==> config.mk <==
export PLATFORM = sky130hd
export DESIGN_NAME = dmem_arbiter
export DESIGN_NICKNAME = d
export VERILOG_FILES = /design/src/rtl/dmem_arbiter_pkg.sv /design/src/rtl/dmem_arbiter.sv
export SDC_FILE = /design/constraint.sdc
export NUM_CORES = 1
export LEC_CHECK = 0
export ABC_AREA = 1
export CAP_MARGIN = 20
export CORE_AREA = 2 2 117 119
export CTS_BUF_LIST = sky130_fd_sc_hd__clkbuf_16
export CTS_CLUSTER_SIZE = 10
export DETAILED_ROUTE_END_ITERATION = 16
export DIE_AREA = 0 0 119 121
export GPL_TIMING_DRIVEN = 0
export PLACE_DENSITY = 0.76
export SLEW_MARGIN = 20
export SYNTH_ARGS = -nofsm -noshare
export SYNTH_HDL_FRONTEND = slang
export SYNTH_SLANG_ARGS = --single-unit
==> constraint.sdc <==
create_clock -name i_clk -period 4.4 [get_ports i_clk]
set_clock_uncertainty 0.1 [all_clocks]
set_input_delay 0.88 -clock i_clk [delete_from_list [all_inputs] [get_ports i_clk]]
set_output_delay 0.88 -clock i_clk [all_outputs]
set_load 0.02 [all_outputs]
==> src/rtl/dmem_arbiter_pkg.sv <==
// Shared definitions for the data-memory arbiter: port indices, data width and state encoding.
// Imported by the arbiter top level.
package dmem_arbiter_pkg;

    localparam int unsigned XLEN = 32;

    // Bit positions in the one-hot grant vector
    localparam logic PORT_CPU = 1'b0;
    localparam logic PORT_DMA = 1'b1;

    typedef enum logic {
        ARB_S   = 1'b0,
        BURST_S = 1'b1
    } arb_state_e;

    // Memory is word-organised: drop the byte offset
    function automatic logic [XLEN-1:0] word_addr(input logic [XLEN-1:0] a);
        return a & ~XLEN'(3);
    endfunction

endpackage

==> src/rtl/dmem_arbiter.sv <==
// Two-port arbiter in front of the single-port data memory: cpu has fixed priority, dma gets a
// starvation guard and an optional burst lock. Grants are combinational, load data is registered.
module dmem_arbiter
    import dmem_arbiter_pkg::*;
#(
    parameter int unsigned MAX_WAIT  = 4,
    parameter int unsigned MAX_BURST = 8
) (
    input  logic            i_clk,
    input  logic            i_rst,

    input  logic            i_cpu_req,
    input  logic            i_cpu_we,
    input  logic [XLEN-1:0] i_cpu_addr,
    input  logic [XLEN-1:0] i_cpu_wdata,
    output logic            o_cpu_gnt,
    output logic            o_cpu_stall,
    output logic            o_cpu_rvalid,
    output logic [XLEN-1:0] o_cpu_rdata,

    input  logic            i_dma_req,
    input  logic            i_dma_we,
    input  logic [XLEN-1:0] i_dma_addr,
    input  logic [XLEN-1:0] i_dma_wdata,
    input  logic            i_dma_lock,
    output logic            o_dma_gnt,
    output logic            o_dma_rvalid,
    output logic [XLEN-1:0] o_dma_rdata,

    output logic [XLEN-1:0] o_mem_adr,
    output logic [XLEN-1:0] o_mem_wd,
    output logic            o_mem_write,
    input  logic [XLEN-1:0] i_mem_rd
);

    localparam int unsigned WW = $clog2(MAX_WAIT + 1);
    localparam int unsigned BW = $clog2(MAX_BURST + 1);

    arb_state_e    r_state;
    logic          r_force_cpu;
    logic [WW-1:0] r_wait_cnt;
    logic [BW-1:0] r_burst_cnt;

    logic            r_cpu_rvalid;
    logic [XLEN-1:0] r_cpu_rdata;
    logic            r_dma_rvalid;
    logic [XLEN-1:0] r_dma_rdata;

    logic [1:0]    w_gnt;
    logic          w_wait_full;
    logic          w_in_burst;
    logic          w_lock_start;
    logic          w_burst_grant;
    logic          w_burst_done;
    logic [BW-1:0] w_burst_cnt_nxt;
    logic          w_cpu_load;
    logic          w_dma_load;

    assign w_wait_full = (r_wait_cnt == WW'(MAX_WAIT));

    // A burst only holds while dma keeps both req and lock; otherwise this cycle is arbitrated
    // exactly as in ARB_S.
    assign w_in_burst = (r_state == BURST_S) & i_dma_req & i_dma_lock;

    always_comb begin
        w_gnt = '0;
        if (!i_rst) begin
            if (w_in_burst) begin
                w_gnt[PORT_DMA] = 1'b1;
            end else if (r_force_cpu & i_cpu_req) begin
                w_gnt[PORT_CPU] = 1'b1;
            end else if (i_dma_req & (~i_cpu_req | w_wait_full)) begin
                w_gnt[PORT_DMA] = 1'b1;
            end else if (i_cpu_req) begin
                w_gnt[PORT_CPU] = 1'b1;
            end
        end
    end

    // The cycle right after a burst-limit exit may not start a new burst.
    assign w_lock_start    = w_gnt[PORT_DMA] & ~w_in_burst & i_dma_lock & ~r_force_cpu;
    assign w_burst_grant   = w_in_burst | w_lock_start;
    assign w_burst_cnt_nxt = w_in_burst ? (r_burst_cnt + BW'(1)) : BW'(1);
    assign w_burst_done    = w_burst_grant & (w_burst_cnt_nxt == BW'(MAX_BURST));

    assign w_cpu_load = w_gnt[PORT_CPU] & ~i_cpu_we;
    assign w_dma_load = w_gnt[PORT_DMA] & ~i_dma_we;

    assign o_cpu_gnt   = w_gnt[PORT_CPU];
    assign o_dma_gnt   = w_gnt[PORT_DMA];
    assign o_cpu_stall = i_cpu_req & ~w_gnt[PORT_CPU];

    always_comb begin
        o_mem_adr   = '0;
        o_mem_wd    = '0;
        o_mem_write = 1'b0;
        if (w_gnt[PORT_CPU]) begin
            o_mem_adr   = word_addr(i_cpu_addr);
            o_mem_wd    = i_cpu_wdata;
            o_mem_write = i_cpu_we;
        end else if (w_gnt[PORT_DMA]) begin
            o_mem_adr   = word_addr(i_dma_addr);
            o_mem_wd    = i_dma_wdata;
            o_mem_write = i_dma_we;
        end
    end

    always_ff @(posedge i_clk) begin
        if (i_rst) begin
            r_wait_cnt  <= '0;
            r_burst_cnt <= '0;
        end else begin
            if (i_dma_req & ~w_gnt[PORT_DMA]) begin
                if (!w_wait_full) begin
                    r_wait_cnt <= r_wait_cnt + WW'(1);
                end
            end else begin
                r_wait_cnt <= '0;
            end
            r_burst_cnt <= (w_burst_grant & ~w_burst_done) ? w_burst_cnt_nxt : '0;
        end
    end

    always_ff @(posedge i_clk) begin
        if (i_rst) begin
            r_state     <= ARB_S;
            r_force_cpu <= 1'b0;
        end else begin
            r_force_cpu <= w_burst_done;
            if (w_burst_grant & ~w_burst_done) begin
                r_state <= BURST_S;
            end else begin
                r_state <= ARB_S;
            end
        end
    end

    always_ff @(posedge i_clk) begin
        if (i_rst) begin
            r_cpu_rvalid <= 1'b0;
            r_cpu_rdata  <= '0;
            r_dma_rvalid <= 1'b0;
            r_dma_rdata  <= '0;
        end else begin
            r_cpu_rvalid <= w_cpu_load;
            r_dma_rvalid <= w_dma_load;
            if (w_cpu_load) begin
                r_cpu_rdata <= i_mem_rd;
            end
            if (w_dma_load) begin
                r_dma_rdata <= i_mem_rd;
            end
        end
    end

    // A response pending when reset arrives is dropped, not delivered.
    assign o_cpu_rvalid = r_cpu_rvalid & ~i_rst;
    assign o_dma_rvalid = r_dma_rvalid & ~i_rst;
    assign o_cpu_rdata  = r_cpu_rdata;
    assign o_dma_rdata  = r_dma_rdata;

endmodule

== Word level (Yosys, flattened, before mapping) ==
Cells that the tools add are included.
Storage, ports and cells
  bits in registers: 75
  input port bits: 167
  output and inout port bits: 134
  word-level logic and storage cells: 58
Operators by class
  $add $sub $neg: 2
  equality and inequality tests: 2
  mux-type cells: 16
  bitwise gates (word level): 28
  reduce and logical (&&, ||, !) cells: 2
Operators with widths (count)
  32-bit two-way mux: 4
  1-bit bitwise AND: 15
  1-bit inverter: 11
  1-bit two-way mux: 10
  4-bit by 1-bit adder with 4-bit output (second input constant): 1
  4-bit equality test (second input constant): 1
  4-bit two-way mux: 1
  2-bit OR reduction: 2
  3-bit by 1-bit adder with 3-bit output (second input constant): 1
  3-bit equality test (second input constant): 1
  2-bit two-way mux: 1
  1-bit OR: 2

== Depth between registers and ports, before layout ==
Gate-level depths: netlist (run 1).
  depth after elaboration: 16
  depth in mapped cells: 12
  depth with buffers taken out: 11

== Least setup slack after synthesis (run 1) ==
No wires, ideal clock.
  path kind: input -> output
  start point: in i_dma_lock
  end point: out o_mem_adr[14]
  arrival time: 1.849 ns
  data required time: 3.420 ns
  slack: 1.571 ns
  stages on the path: 10
  path buffers: 1
  cell sequence: inv_1 nor2_4 inv_2 nand2_4 inv_1 nand2_1 inv_2 buf_6 nand2_1 nand2_1
Between the ends
  elaborated cells on any way between the ends: 6
  those cells by class: mux (5); bitwise (1)
RTL lines
  start: declaration: RTL line dmem_arbiter.sv:25  | input logic i_dma_lock,
  1-bit bitwise AND: RTL line dmem_arbiter.sv:63  | assign w_in_burst = (r_state == BURST_S) & i_dma_req & i_dma_lock;
  1-bit two-way mux: RTL line dmem_arbiter.sv:68  | if (w_in_burst) begin
  2-bit two-way mux: RTL line dmem_arbiter.sv:67  | if (!i_rst) begin
  named net o_cpu_gnt: RTL line dmem_arbiter.sv:16  | output logic o_cpu_gnt,
  32-bit two-way mux: RTL line dmem_arbiter.sv:97  | if (w_gnt[PORT_CPU]) begin
  end: declaration: RTL line dmem_arbiter.sv:30  | output logic [XLEN-1:0] o_mem_adr,
The timed path passes the listed nets, and every way through them passes these cells.

== Worst setup path after layout (run 1) ==
  start point: in i_dma_req
  end point: out o_mem_adr[18]
Between the ends
  longest elaborated chain between the ends: 7
  elaborated cells on any way between the ends: 12
  those cells by class: mux (9); bitwise (3)
Ends and longest elaborated chain
  start: declaration: RTL line dmem_arbiter.sv:21  | input logic i_dma_req,
  1-bit bitwise AND: RTL line dmem_arbiter.sv:72  | end else if (i_dma_req & (~i_cpu_req | w_wait_full)) begin
  1-bit two-way mux: RTL line dmem_arbiter.sv:72
  1-bit two-way mux: RTL line dmem_arbiter.sv:70  | end else if (r_force_cpu & i_cpu_req) begin
  1-bit two-way mux: RTL line dmem_arbiter.sv:68
  2-bit two-way mux *: RTL line dmem_arbiter.sv:67
  32-bit two-way mux: RTL line dmem_arbiter.sv:101  | end else if (w_gnt[PORT_DMA]) begin
  32-bit two-way mux *: RTL line dmem_arbiter.sv:97
Every way passes the cells marked *; elsewhere a longest branch is shown, timed or not.

==> metrics, run 1 <==
type of the worst min-delay path reg -> reg; clock tree from TritonCTS done; overall routing resource usage 21.95%; Post-Synthesis Cells 625; Tcrit/Tclk final 94.50%; HPWL after detailed placement 13.02 mm; vias in the first global route 4,605; Cell Pwr Density 263.0 nW/um^2; type of destination of the critical path output pin; die outline height 121 um; number of endpoints failing setup at the final stage 0; worst slack after detailed placement 0.2509 ns; area delta synth->final 89.02%; multi-input combinational cell area 1911 sq um; maximum number of pins on one net before global-route repair 12; max cap viols 0; initial core utilization 29.60%; startpoint kind of the worst setup timing path input pin; first-pass GRT wire length 24.66 mm; wirelength, routed 16.34 mm; Yosys reg bits 75; starting DRC count in detailed routing 234; ratio of cells with drive above 1 in the final layout 6.517%; type of the worst setup path in -> out; mean instance size in the synthesized netlist 6.198 sq um; Relative slew margins 61.13%; total power of the final layout 1.926 mW; Total Neg Setup Slack 0 ns; total number of vias 4,774; required time at the worst-slack endpoint 3.42 ns; total number of nets in the final design 1,101; hold bufs inserted after CTS 0; Root Driver sky130_fd_sc_hd__clkbuf_16; Std-Cell Core Area 13,090 sq um; clk sinks 75; initial antenna violation count 1; # DRC 0; Arr. time, crit path 3.18 ns; number of core rows 42; upper clock frequency limit 240.5 MHz; PortBufs 294; final RePlAce weighted congestion 0.8477; combined flip-flop and latch cell area 1501 sq um; highest net fanout along the worst path 10; Max H-tree Level 3; post-CTS setup buffer count 0; Die Wd 119 um; drt via density 4.289; number of routed nets with antenna violations 0; Total Die Area 14,400 sq um; number of I/O pins 301; gr ovfl total 0; Inserted Clock Buffers 9; static power due to leakage 3.337 nW; utilization after layout 55.96%; area of the mapped netlist 3874 sq um; clk slew on worst S/H paths 0.05 ns; detailed-route wire length per cell 14.68 um; worst reg-to-reg setup slack 2.57 ns; result of the run complete, no violations; maximum clock path buffer count 2; crit path setup slack, layout 0.2419 ns; actual transition at the worst max-transition pin 0.5830 ns; Peak VDD IR 240.6 uV; 1st-pass router iterations 4; final-report hold violation count 0; Tmin final 4.158 ns; Warnings, synthesis 0; worst-skew pair later-pin latency 0.33 ns; sequential fraction of the synthesis area 38.76%; cts repair resizes 0; setup repair after global routing missed its margin no; fill cell total of the finished layout 1,244; final-report max-slew violation count 0; Cell variety after synth 25
## layout make-up
type | instances | area share (%)
inverter | 54 | 2.768
timing repair buffer | 294 | 40.19
buffer | 35 | 3.589
tap | 176 | 3.008
multi-input combinational | 462 | 26.09
antenna | 1 | 0.03418
clock buffer | 9 | 3.076
clock inverter | 7 | 0.7348
sequential | 75 | 20.51
## worst paths after layout
kind              cells after the start           start              to
setup / recovery                     11       i_dma_req   o_mem_adr[18]
hold / removal                        2  o_dma_rdata[7]  o_dma_rdata[7]
setup reg to reg                     10   r_wait_cnt[0]  o_cpu_rdata[6]
hold reg to reg                       2  o_dma_rdata[7]  o_dma_rdata[7]
## cells by family (layout without fill, tap and decap cells)
family,count (synthesis),in the layout,synth area share (%)
and+or+nand+nor,420,420,42.22
buffers and inverters,89,399,12.02
DFF,75,75,38.76
AOI/OAI and AO/OA,35,35,5.491
adders and majority gates,3,3,0.9691
xor gates and xnor gates,2,2,0.4523
other,1,3,0.09681
## sequential cells by signal, summed over array words and instances (netlist names)
name and cells:
o_cpu_rdata 32, o_dma_rdata 32, r_burst_cnt 4, r_wait_cnt 3
r_cpu_rvalid 1, r_dma_rvalid 1, r_force_cpu 1, r_state 1
## cells in the final DEF (no fill, tap or decap)
master and count:
sky130_fd_sc_hd__nor2_4 2, sky130_fd_sc_hd__diode_2 1, sky130_fd_sc_hd__buf_6 12, sky130_fd_sc_hd__bufinv_16 1, sky130_fd_sc_hd__conb_1 2, sky130_fd_sc_hd__nand2_2 2
sky130_fd_sc_hd__clkbuf_1 3, sky130_fd_sc_hd__clkinv_1 1, sky130_fd_sc_hd__nand2_4 2, sky130_fd_sc_hd__clkinv_2 1, sky130_fd_sc_hd__o21ai_0 8, sky130_fd_sc_hd__xor2_1 1
sky130_fd_sc_hd__buf_4 8, sky130_fd_sc_hd__buf_1 3, sky130_fd_sc_hd__nand3_1 7, sky130_fd_sc_hd__nand3_2 1, sky130_fd_sc_hd__o21ai_1 14, sky130_fd_sc_hd__clkbuf_16 9
sky130_fd_sc_hd__dfxtp_1 75, sky130_fd_sc_hd__nand4_1 3, sky130_fd_sc_hd__a21oi_1 3, sky130_fd_sc_hd__nor3_1 1, sky130_fd_sc_hd__nand2_1 327, sky130_fd_sc_hd__ha_1 3
sky130_fd_sc_hd__clkdlybuf4s50_1 294, sky130_fd_sc_hd__xnor2_1 1, sky130_fd_sc_hd__buf_2 9, sky130_fd_sc_hd__inv_2 4, sky130_fd_sc_hd__nor2_1 75, sky130_fd_sc_hd__o21ai_2 10
sky130_fd_sc_hd__inv_1 54
## power by group
group	switching [mW]	total (mW)	internal, mW
Clock	0.267	0.695	0.428
Combinational	0.234	0.510	0.276
Sequential	0.0140	0.721	0.707
Total	0.515	1.93	1.41
## metrics by stage
| stage | instances | hold slack [ns] | cell area, sq um |
|---|---|---|---|
| 2_1_floorplan | 626 | 0.3780 | 3877 |
| 3_3_place_gp | 1096 | 0.3577 | 7041 |
| 3_5_place_dp | 1096 | 0.3625 | 7041 |
| 4_1_cts | 1112 | 0.3741 | 7320 |
| 5_1_grt | 1113 | 0.3913 | 7322 |
| 6_report | 1113 | 0.3707 | 7322 |
## synth_stat cells
library cell,number,share of area (%)
sky130_fd_sc_hd__nor2_4,2,0.58
sky130_fd_sc_hd__o21ai_0,8,1.0
sky130_fd_sc_hd__nor2_1,75,7.3
sky130_fd_sc_hd__buf_1,3,0.29
sky130_fd_sc_hd__nand2_4,2,0.58
sky130_fd_sc_hd__buf_6,12,3.5
sky130_fd_sc_hd__inv_1,50,4.8
sky130_fd_sc_hd__nand3_2,1,0.26
sky130_fd_sc_hd__xor2_1,1,0.23
sky130_fd_sc_hd__nand3_1,7,0.90
sky130_fd_sc_hd__o21ai_1,14,1.8
sky130_fd_sc_hd__buf_4,8,1.6
sky130_fd_sc_hd__buf_2,9,1.2
sky130_fd_sc_hd__xnor2_1,1,0.23
sky130_fd_sc_hd__o21ai_2,10,2.3
sky130_fd_sc_hd__a21oi_1,3,0.39
sky130_fd_sc_hd__nand2_1,327,32
sky130_fd_sc_hd__inv_2,4,0.39
sky130_fd_sc_hd__conb_1,1,0.097
sky130_fd_sc_hd__nand4_1,3,0.48
sky130_fd_sc_hd__ha_1,3,0.97
sky130_fd_sc_hd__nor3_1,1,0.13
sky130_fd_sc_hd__dfxtp_1,75,39
sky130_fd_sc_hd__clkbuf_1,3,0.29
sky130_fd_sc_hd__nand2_2,2,0.32
## per-layer routing
metal | share of wire [%] | GRT usage [%]
met5 | 0 | 0
met3 | 9.2 | 8.130
met2 | 48 | 37.54
met4 | 2.7 | 8.333
met1 | 40 | 24.94
## worst max-delay path, cell delays in order
cell and delay (ns):
sky130_fd_sc_hd__clkdlybuf4s50_1 0.55, sky130_fd_sc_hd__nand2_2 0.09, sky130_fd_sc_hd__nor2_4 0.13, sky130_fd_sc_hd__inv_2 0.09
sky130_fd_sc_hd__nand2_4 0.09, sky130_fd_sc_hd__nand2_4 0.06, sky130_fd_sc_hd__inv_2 0.17, sky130_fd_sc_hd__buf_2 0.27
sky130_fd_sc_hd__nand2_1 0.07, sky130_fd_sc_hd__nand2_1 0.10, sky130_fd_sc_hd__clkdlybuf4s50_1 0.67
No activity file was read; power rests on OpenSTA's default activity.
==> inputs of run 2 (changes only) <==
- clock period: 4.4 -> 5 ns (I/O delays scaled with it)
==> results of run 2 <==
Same layout as run 1 (identical final DEF). Status: complete, no violations.
Main changes from that run: setup slack after placement 0.2509 ns -> 0.6109 ns; setup slack after layout 0.2419 ns -> 0.6019 ns; register-to-register setup slack 2.57 ns -> 3.17 ns; total power 1.926 mW -> 1.695 mW; worst IR drop on VDD 240.6 uV -> 211.7 uV
==> inputs of run 3 (changes only) <==
- RECOVER_POWER: default -> 50
==> metrics, run 3 (synthesized netlist as in run 1, its figures left out) <==
area post-placement 7041 sq um (unchanged); worst-skew pair later-pin latency 0.33 ns (about the same); endpoint of the worst hold-timing path o_dma_rdata[14] (was o_dma_rdata[7]); clk slew on worst S/H paths 0.05 ns (about the same); number of I/O pins 301 (unchanged); Std-Cell Core Area 13,090 sq um (unchanged); clk sinks 75 (unchanged); post-CTS setup buffer count 0 (unchanged); worst reg-to-reg setup slack 2.49 ns (was 3.17 ns); Peak VDD IR 209.7 uV (was 211.7 uV); Power Internal 1.229 mW (was 1.241 mW); Cell Pwr Density 232.2 nW/um^2 (was 231.5 nW/um^2); overall routing resource usage 21.95% (unchanged); startpoint kind of the worst setup timing path input pin (unchanged); ratio of cells with drive above 1 in the final layout 4.167% (was 6.517%); cell depth of the worst flop-to-flop path 12 (was 10); 1st-pass router iterations 4 (unchanged); most common cell after layout, fill and taps aside sky130_fd_sc_hd__nand2_1 (unchanged); Die Wd 119 um (unchanged); Arr. time, crit path 3.50 ns (was 3.30 ns); hold path depth 2 (unchanged); wirelength, routed 16.29 mm (was 16.34 mm); clock tree from TritonCTS done (unchanged); total number of vias 4,781 (was 4,774); GR met3 Demand/Resource 8.130% (unchanged); number of routed nets with antenna violations 0 (unchanged); number of core rows 42 (unchanged); fraction of power spent switching nets 26.79% (was 26.76%); area delta synth->final 86.72% (was 89.02%); fill cell total of the finished layout 1,264 (was 1,244); met1 Track Usage GR 24.94% (unchanged); type of the worst setup path in -> out (unchanged); HPWL after detailed placement 13.02 mm (unchanged); vias in the first global route 4,605 (unchanged); initial antenna violation count 2 (was 1); Root Driver sky130_fd_sc_hd__clkbuf_16 (unchanged); Max H-tree Level 3 (unchanged); Relative slew margins 60.27% (was 61.13%); PortBufs 294 (unchanged); drt via density 4.292 (was 4.289); cts repair resizes 0 (unchanged); Tmin final 4.604 ns (was 4.398 ns); upper clock frequency limit 217.2 MHz (was 227.4 MHz); highest net fanout along the worst path 10 (unchanged); Reg-to-Reg Start r_wait_cnt[0] (unchanged); logic gate share of total power 25.9% (was 26.5%); die outline height 121 um (unchanged); total power of the final layout 1.679 mW (was 1.695 mW); actual transition at the worst max-transition pin 0.5960 ns (was 0.5830 ns); Tcrit/Tclk final 92.08% (was 87.96%); Final Cell Area 7233 sq um (was 7322 sq um); # DRC 0 (unchanged); top library cells by usage in the layout, fill and taps aside 329 x sky130_fd_sc_hd__nand2_1, 228 x sky130_fd_sc_hd__clkdlybuf4s50_1, 76 x sky130_fd_sc_hd__nor2_1 (was 327 x sky130_fd_sc_hd__nand2_1, 294 x sky130_fd_sc_hd__clkdlybuf4s50_1, 75 x sky130_fd_sc_hd__nor2_1, 75 x sky130_fd_sc_hd__dfxtp_1, 54 x sky130_fd_sc_hd__inv_1); Inserted Clock Buffers 9 (unchanged); final-report hold violation count 0 (unchanged); global-route track usage on met2 37.54% (unchanged); static power due to leakage 3.485 nW (was 3.337 nW); GRT busiest layer met2 (unchanged); type of the worst min-delay path reg -> reg (unchanged); type of destination of the critical path output pin (unchanged); setup repair after global routing missed its margin no (unchanged); initial core utilization 29.60% (unchanged); Min-Delay Startpoint o_dma_rdata[14] (was o_dma_rdata[7]); required time at the worst-slack endpoint 3.90 ns (about the same); Total Die Area 14,400 sq um (unchanged); clock power share 36.4% (was 36.1%); final RePlAce weighted congestion 0.8477 (unchanged); maximum number of pins on one net before global-route repair 12 (unchanged); hold bufs inserted after CTS 0 (unchanged); first-pass GRT wire length 24.66 mm (unchanged); starting DRC count in detailed routing 278 (was 234); number of endpoints failing setup at the final stage 0 (unchanged); sequential share of power 37.7% (was 37.4%); result of the run complete, no violations (unchanged); Switch Pwr 0.4498 mW (was 0.4535 mW); RR Endpoint o_dma_rdata[31] (was o_cpu_rdata[6]); gr ovfl total 0 (unchanged); total number of nets in the final design 1,101 (unchanged); final-report max-slew violation count 0 (unchanged); max cap viols 0 (unchanged); detailed-route wire length per cell 14.63 um (was 14.68 um); maximum clock path buffer count 2 (unchanged); Total Neg Setup Slack 0 ns (unchanged)
run 3: cell types whose count changed in the layout (fill, tap and decap cells not counted), moves of 4 or more:
cell,previous run,this run
sky130_fd_sc_hd__o21ai_0,8,26
sky130_fd_sc_hd__o21ai_1,14,5
sky130_fd_sc_hd__clkbuf_1,3,11
sky130_fd_sc_hd__o21ai_2,10,1
sky130_fd_sc_hd__clkdlybuf4s50_1,294,228
sky130_fd_sc_hd__buf_6,12,8
sky130_fd_sc_hd__dlygate4sd3_1,0,66
run 3: worst max-delay path: stages:
cell,delay (ns)
sky130_fd_sc_hd__dlygate4sd3_1,0.59
sky130_fd_sc_hd__nand2_1,0.13
sky130_fd_sc_hd__nor2_4,0.05
sky130_fd_sc_hd__inv_1,0.14
sky130_fd_sc_hd__nand2_1,0.15
sky130_fd_sc_hd__inv_1,0.10
sky130_fd_sc_hd__nand2_1,0.10
sky130_fd_sc_hd__inv_2,0.22
sky130_fd_sc_hd__buf_6,0.18
sky130_fd_sc_hd__nand2_1,0.06
sky130_fd_sc_hd__nand2_1,0.09
sky130_fd_sc_hd__clkdlybuf4s50_1,0.67
run 3: power by group through the flow:
| stage | clock network (mW) | registers [mW] | logic (mW) |
|---|---|---|---|
| floorplan | 0 | 0.674 | 0.146 |
| global placement | 0 | 0.646 | 0.447 |
| detailed placement | 0 | 0.647 | 0.449 |
| CTS | 0.626 | 0.634 | 0.452 |
| global route | 0.651 | 0.636 | 0.465 |
| finish | 0.611 | 0.633 | 0.435 |
run 3: worst max path at each step:
stage	startpoint	endpoint	slack (ns)	depth (start not counted)
finish	i_dma_req	o_mem_adr[18]	0.40	12
global route	i_dma_req	o_mem_adr[18]	0.26	12
CTS	i_dma_req	o_mem_adr[18]	0.59	11
detailed placement	i_dma_req	o_mem_adr[18]	0.61	11
global placement	i_dma_req	o_mem_adr[18]	0.63	11
floorplan	i_dma_lock	o_mem_adr[14]	1.93	10
run 3: area by class of cell:
cell class | instances | area (sq um) | area share [%]
Antenna cell | 2 | 5.005 | 0.06919
Tap cell | 176 | 220.2 | 3.044
Clock buffer | 9 | 225.2 | 3.114
Buffer | 35 | 222.7 | 3.079
Multi-Input combinational cell | 462 | 1859 | 25.70
Timing Repair Buffer | 294 | 2943 | 40.68
Sequential cell | 75 | 1501 | 20.76
Inverter | 54 | 202.7 | 2.802
Clock inverter | 7 | 53.80 | 0.7438
run 3: metal layers:
layer / routed length [um] / part of all wire (%)
met1: 6404 / 39
met2: 7935 / 49
met3: 1514 / 9.3
met4: 439 / 2.7
met5: 0 / 0
run 3: metrics by stage:
stage | std cells | util [%] | hold slack (ns) | setup slack [ns]
finish | 1114 | 55.28 | 0.3698 | 0.3960
global route | 1114 | 55.28 | 0.3981 | 0.2646
CTS | 1112 | 55.94 | 0.3741 | 0.5924
detailed placement | 1096 | 53.81 | 0.3625 | 0.6109
global placement | 1096 | 53.81 | 0.3577 | 0.6337
floorplan | 626 | - | 0.3780 | 1.931
